[src/rtl/avalon_axi_lite_arbiter.sv]
// Two-port round-robin arbiter in front of one Avalon-to-AXI4-Lite bridge.
// One command in flight at a time; a watchdog parks the block in ERR if the bridge hangs.
module avalon_axi_lite_arbiter #(
    parameter int unsigned C_TIMEOUT_CYCLES = 1024,
    parameter logic [31:0] C_ERR_DATA       = 32'hDEADBEEF
) (
    input  logic        M_AXI_ACLK,
    input  logic        M_AXI_ARESET,
    input  logic        s0_avalonRead,
    input  logic        s0_avalonWrite,
    input  logic [31:0] s0_avalonAddr,
    input  logic [3:0]  s0_avalonBE,
    input  logic [31:0] s0_avalonWriteData,
    output logic        s0_avalonWaitReq,
    output logic        s0_avalonReadValid,
    output logic [31:0] s0_avalonReadData,
    input  logic        s1_avalonRead,
    input  logic        s1_avalonWrite,
    input  logic [31:0] s1_avalonAddr,
    input  logic [3:0]  s1_avalonBE,
    input  logic [31:0] s1_avalonWriteData,
    output logic        s1_avalonWaitReq,
    output logic        s1_avalonReadValid,
    output logic [31:0] s1_avalonReadData,
    output logic        avalonRead,
    output logic        avalonWrite,
    output logic [31:0] avalonAddr,
    output logic [31:0] avalonWriteData,
    output logic [3:0]  avalonBE,
    input  logic        avalonWaitReq,
    input  logic        avalonReadValid,
    input  logic [31:0] avalonReadData,
    output logic [1:0]  grant,
    output logic        timeoutErr,
    input  logic        timeoutClr
);
    // state | meaning
    // IDLE  | no owner, arbitrate incoming requests
    // BUSY  | granted command forwarded, waiting for accept / read data
    // GAP   | one-cycle bridge rest after completion, arbitrate again
    // ERR   | bridge hung; requests complete locally with error data
    typedef enum logic [1:0] {IDLE, BUSY, GAP, ERR} state_t;

    localparam int CW = $clog2(C_TIMEOUT_CYCLES) + 1;
    localparam logic [CW-1:0] CNT_LAST = CW'(C_TIMEOUT_CYCLES - 1);

    state_t        state, state_next;
    logic [1:0]    grant_q;
    logic          last_grant;
    logic          timeout_err;
    logic [31:0]   rd_data_reg;
    logic          accepted;
    logic          rv_seen;
    logic [CW-1:0] counter;

    logic [1:0] req_w, req_r, req;
    logic       any_req, pick;
    logic       busy, sel, sel_w, sel_r;
    logic       cmd_w, cmd_r, acc_now, rv_now;
    logic       done, timeout, finish;

    assign req_w   = {s1_avalonWrite, s0_avalonWrite};
    assign req_r   = {s1_avalonRead & ~s1_avalonWrite, s0_avalonRead & ~s0_avalonWrite};
    assign req     = req_w | req_r;
    assign any_req = |req;
    assign pick    = (req[0] & req[1]) ? ~last_grant : req[1];

    assign busy    = (state == BUSY);
    assign sel     = grant_q[1];
    assign sel_w   = req_w[sel];
    assign sel_r   = req_r[sel];
    assign cmd_w   = busy & sel_w & ~accepted;
    assign cmd_r   = busy & sel_r & ~accepted;
    assign acc_now = (cmd_w | cmd_r) & ~avalonWaitReq;
    assign rv_now  = busy & avalonReadValid;
    // A read needs both acceptance and data, which may arrive in either order.
    assign done    = busy & (sel_w ? acc_now
                                   : ((accepted | acc_now) & (rv_seen | avalonReadValid)));
    assign timeout = busy & ~done & (counter == CNT_LAST);
    assign finish  = done | timeout;

    always_ff @(posedge M_AXI_ACLK or posedge M_AXI_ARESET) begin
        if (M_AXI_ARESET) state <= IDLE;
        else              state <= state_next;
    end

    always_comb begin
        state_next = state;
        case (state)
            IDLE, GAP: state_next = any_req ? BUSY : IDLE;
            BUSY: begin
                if (done)         state_next = GAP;
                else if (timeout) state_next = ERR;
            end
            ERR:       if (timeoutClr) state_next = IDLE;
            default:   state_next = IDLE;
        endcase
    end

    always_ff @(posedge M_AXI_ACLK or posedge M_AXI_ARESET) begin
        if (M_AXI_ARESET) begin
            grant_q     <= 2'b00;
            last_grant  <= 1'b1;
            timeout_err <= 1'b0;
            rd_data_reg <= '0;
            accepted    <= 1'b0;
            rv_seen     <= 1'b0;
            counter     <= '0;
        end else begin
            if ((state == IDLE || state == GAP) && any_req) begin
                grant_q    <= pick ? 2'b10 : 2'b01;
                last_grant <= pick;
            end else if (finish) begin
                grant_q    <= 2'b00;
            end
            if (finish) begin
                accepted <= 1'b0;
                rv_seen  <= 1'b0;
                counter  <= '0;
            end else if (busy) begin
                if (acc_now)          accepted <= 1'b1;
                if (rv_now)           rv_seen  <= 1'b1;
                if (counter != '1)    counter  <= counter + CW'(1);
            end
            if (rv_now) rd_data_reg <= avalonReadData;
            if (timeout)         timeout_err <= 1'b1;
            else if (timeoutClr) timeout_err <= 1'b0;
        end
    end

    logic [1:0]  wait_o, rv_o;
    logic [31:0] rd_o [2];

    always_comb begin
        avalonWrite     = cmd_w;
        avalonRead      = cmd_r;
        avalonAddr      = '0;
        avalonWriteData = '0;
        avalonBE        = '0;
        if (busy) begin
            avalonAddr      = sel ? s1_avalonAddr      : s0_avalonAddr;
            avalonWriteData = sel ? s1_avalonWriteData : s0_avalonWriteData;
            avalonBE        = sel ? s1_avalonBE        : s0_avalonBE;
        end
        for (int i = 0; i < 2; i++) begin
            wait_o[i] = req[i];
            rv_o[i]   = 1'b0;
            rd_o[i]   = '0;
            if (state == ERR) begin
                wait_o[i] = 1'b0;
                rv_o[i]   = req_r[i];
                rd_o[i]   = req_r[i] ? C_ERR_DATA : '0;
            end else if (finish && grant_q[i]) begin
                wait_o[i] = 1'b0;
                rv_o[i]   = req_r[i];
                if (req_r[i])
                    rd_o[i] = timeout ? C_ERR_DATA
                                      : (avalonReadValid ? avalonReadData : rd_data_reg);
            end
        end
    end

    assign s0_avalonWaitReq   = wait_o[0];
    assign s0_avalonReadValid = rv_o[0];
    assign s0_avalonReadData  = rd_o[0];
    assign s1_avalonWaitReq   = wait_o[1];
    assign s1_avalonReadValid = rv_o[1];
    assign s1_avalonReadData  = rd_o[1];
    assign grant              = grant_q;
    assign timeoutErr         = timeout_err;

endmodule

[config.mk]
export PLATFORM = sky130hd
export DESIGN_NAME = avalon_axi_lite_arbiter
export DESIGN_NICKNAME = d
export VERILOG_FILES = /design/src/rtl/avalon_axi_lite_arbiter.sv
export SDC_FILE = /design/constraint.sdc
export NUM_CORES = 1
export LEC_CHECK = 0
export ABC_AREA = 1
export BUFFER_PORTS_ARGS = -buffer_cell sky130_fd_sc_hd__buf_2
export CELL_PAD_IN_SITES_DETAIL_PLACEMENT = 0
export CELL_PAD_IN_SITES_GLOBAL_PLACEMENT = 1
export CORE_ASPECT_RATIO = 1.75
export CORE_MARGIN = 3
export CORE_UTILIZATION = 23
export CTS_CLUSTER_DIAMETER = 100
export CTS_CLUSTER_SIZE = 25
export DETAILED_ROUTE_END_ITERATION = 8
export GPL_ROUTABILITY_DRIVEN = 0
export PLACE_DENSITY = 0.83
export SLEW_MARGIN = 5
export SYNTH_ARGS = -nofsm -noshare
export SYNTH_HDL_FRONTEND = slang
export SYNTH_SLANG_ARGS = --single-unit
[constraint.sdc]
create_clock -name M_AXI_ACLK -period 1.65 [get_ports M_AXI_ACLK]
set_input_delay 0.2475 -clock M_AXI_ACLK [delete_from_list [all_inputs] [get_ports M_AXI_ACLK]]
set_output_delay 0.2475 -clock M_AXI_ACLK [all_outputs]
set_load 0.02 [all_outputs]
==> flow_metrics.py <==
metrics = {
    "sta": {
        "final_max_slew_viol_count": 0,
        "fin_crit_ns": 2.493,
        "hold_viol_final": 0,
        "max_slew.worst_pin.slew_ns": 0.6552,
        "report.final.setup_viol": 153,
        "holdWs_ns": 0.03024,
        "max-slew-margin-rel": 0.5625,
        "finalClockSkew_ns": 0.01355,
        "finalCritPeriodShare": 1.511,
        "maximum_frequency_from_static_timing_analysis_ghz": 0.4011,
        "setup_repair_after_global_routing_missed_its_margin": "yes",
        "post-route-worst-setup-slack_ns": -0.8430,
    },
    "yosys": {
        "syn_area_um2": 4358,
        "synthesis.nets": 930,
        "postSynthRegisterBits": 51,
        "syn-mean-instance-area_um2": 5.795,
        "synth_top_area_share": 0.2871,
        "synth_flop_cell": "dfrtp_1",
        "synthArstFlopShare": 1.000,
        "synthDistinctLibCells": 28,
        "synth_warn": 0,
        "post-synth-top-count-cell": "nand2_1",
        "synthesis.instances": 752,
        "seq_area_frac_synth": 0.2931,
        "yosysTopAreaCell": "dfrtp_1",
        "synth_enable_flop_cells": 0,
        "synth_area_leaders": "dfrtp_1 29%, nand2_1 27%, a21oi_1 8.4%",
        "synth_top_cells_by_count": "313 x nand2_1, 73 x a21oi_1, 70 x inv_1",
    },
    "grt": {
        "grt_pass1_vias": 6004,
        "grt_max_degree": 71,
        "wire_length_of_the_first_global_routing_pass_um": 31280,
        "globalRoute.totalOverflow": 0,
        "all_layer_gr_usage": 0.1913,
        "antenna_found_initial": 6,
    },
    "worst_setup_path": {
        "cp-start-kind": "register",
        "reg2regPathDepth": 13,
        "crit_path_max_fanout": 6,
        "kind_of_end_point_of_the_critical_path": "output pin",
        "worst_ep_arrival_time_ns": 2.25,
        "timing.setup.critical_path_class": "register to output pin",
        "worst_ep_required_time_ns": 1.40,
    },
    "die": {
        "core_um2": 18580,
        "chipHeight_um": 188.1,
        "placementRows": 66,
        "chip_width_um": 110.1,
        "fp.dieArea_um2": 20700,
        "start_util": 0.2345,
        "io-pin-count": 318,
    },
    "clock_network": {
        "cts.sinks": 51,
        "root_buffer": "clkbuf_16",
        "tritoncts_clock_tree": "built",
        "clkLatencyLatePin_ns": 0.30,
        "htree_levels": 2,
        "tritoncts.num_buffers": 5,
        "clockBufferDepth": 2,
        "clkTransAtPathRegs_ns": 0.08,
    },
    "routing": {
        "post_drt_wl_per_cell_um": 16.84,
        "initialDrtViolationCount": 445,
        "num_vias": 6398,
        "wl_um": 23020,
        "drc_errors": 0,
        "drt-vias-per-instance": 4.680,
        "drtAntennaViolNets": 0,
        "drt_first_pass_iters": 4,
    },
    "run": {
        "drv.max_cap_violation_count": 0,
    },
    "power": {
        "power_density_nw_per_um2": 1560,
        "power.leakage_nw": 4.814,
        "power_mw": 14.22,
        "worst_ir_drop_vdd_v": 0.001048,
    },
    "cells_and_area": {
        "nNetsFinal": 1303,
        "largest_register_ffs": 32,
        "ff_latch_area_um2": 1279,
        "finalCoreUtilization": 0.4906,
        "drive_above_1_share": 0.5462,
        "areaGrowthSynthToFinish_pct": 109.2,
        "filler_cell_count": 1794,
        "finish.cell_count_without_fillers": 1367,
        "multiInputGateArea_um2": 3445,
        "layout_cell_area_excl_fill_um2": 9115,
    },
    "run_status": {
        "failed_checks": "setup timing",
        "outcome": "finished with violations",
    },
    "placed_design": {
        "placedInstanceArea_um2": 6909,
        "io_buffers": 317,
        "hpwl_um": 15700,
        "dpl.cell_count": 1314,
    },
    "hold_path": {
        "timing.hold.worst.class": "input pin to async pin",
    },
}
-- metal layers --
layer / vias up / wire length (µm) / track usage
met3: 38 / 1605 / 0.04650
met2: 258 / 12370 / 0.3475
li1: 3137 / - / -
met1: 2961 / 8532 / 0.2175
met4: 4 / 482 / 0.04945
met5: - / 24 / 0
-- final cells by class --
class | instances | area share
Multi-Input combinational cell | 578 | 0.3779
Clock inverter | 2 | 0.004255
Tap cell | 238 | 0.03267
Timing Repair Buffer | 418 | 0.4000
Clock buffer | 6 | 0.01414
Sequential cell | 51 | 0.1403
Inverter | 71 | 0.02992
Antenna cell | 3 | 0.0008236
-- where the power goes --
group,switching (mW),leakage [nW],internal (mW)
registers,0.286,0.641,1.77
logic,5.96,4.09,5.00
clock network,0.479,0.0815,0.723
-- cells in the final DEF (no fill, tap or decap), drive strengths merged, types with 2 or more instances in the layout --
master	instances
a21oi	73
buf	404
bufbuf	2
clkbuf	18
dfrtp	50
diode	3
inv	71
nand2	322
nand3	56
nand4	2
nor2	31
nor3	6
o211ai	8
o21ai	69
or2	2
xor2	6
-- worst paths after layout --
check	slack, ns	endpoint	start
max in group asynchronous	1.06	rd_data_reg[18]	M_AXI_ARESET
min	0.03	counter[5]	M_AXI_ARESET
max	-0.84	s0_avalonReadData[22]	grant[1]
max reg2reg	-0.40	counter[4]	grant[1]
min reg2reg	0.47	last_grant	last_grant
min in group M_AXI_ACLK	0.22	rd_data_reg[2]	avalonReadData[2]
-- critical path, stage by stage (launching register included) --
cell     delay [ns]
dfrtp_2        0.47
o21ai_4        0.20
nand2_2        0.11
nand2_2        0.09
nand2_2        0.05
nand2_2        0.07
nand2_4        0.07
nand2_4        0.09
nand2_4        0.08
nor2_4         0.22
buf_12         0.18
nand2_4        0.10
nor2_4         0.10
buf_6          0.12
-- through the flow --
step	setup TNS [ns]	setup WS, ns
6_report	-73.56	-0.8430
5_1_grt	-83.98	-0.9165
4_1_cts	-62.11	-0.7277
3_5_place_dp	-33.11	-0.4771
3_3_place_gp	-33.26	-0.4682
2_1_floorplan	-18.40	-0.3234
-- logic make-up (layout without fill, tap and decap cells) --
family                     after synthesis  in the layout  share of synthesized area
adders and majority gates                1              1                   0.002871
buffers and inverters                  125            497                     0.1163
xor gates and xnor gates                 6              6                    0.01206
and+or+nand+nor                        418            420                     0.3965
AOI/OAI and AO/OA                      151            151                     0.1792
other                                    0              3                          0
DFF                                     51             51                     0.2931
-- timing repair --
| item | 4_1_cts | 5_1_grt |
|---|---|---|
| resized for setup | 183 | 236 |
| cloned | 7 | 16 |
| setup endpoints to repair | 149 | 173 |
| setup buffers | 13 | 12 |
| pin swaps | 14 | 30 |
| hold buffers | 0 | 0 |
(Power assumes the default switching activity.)
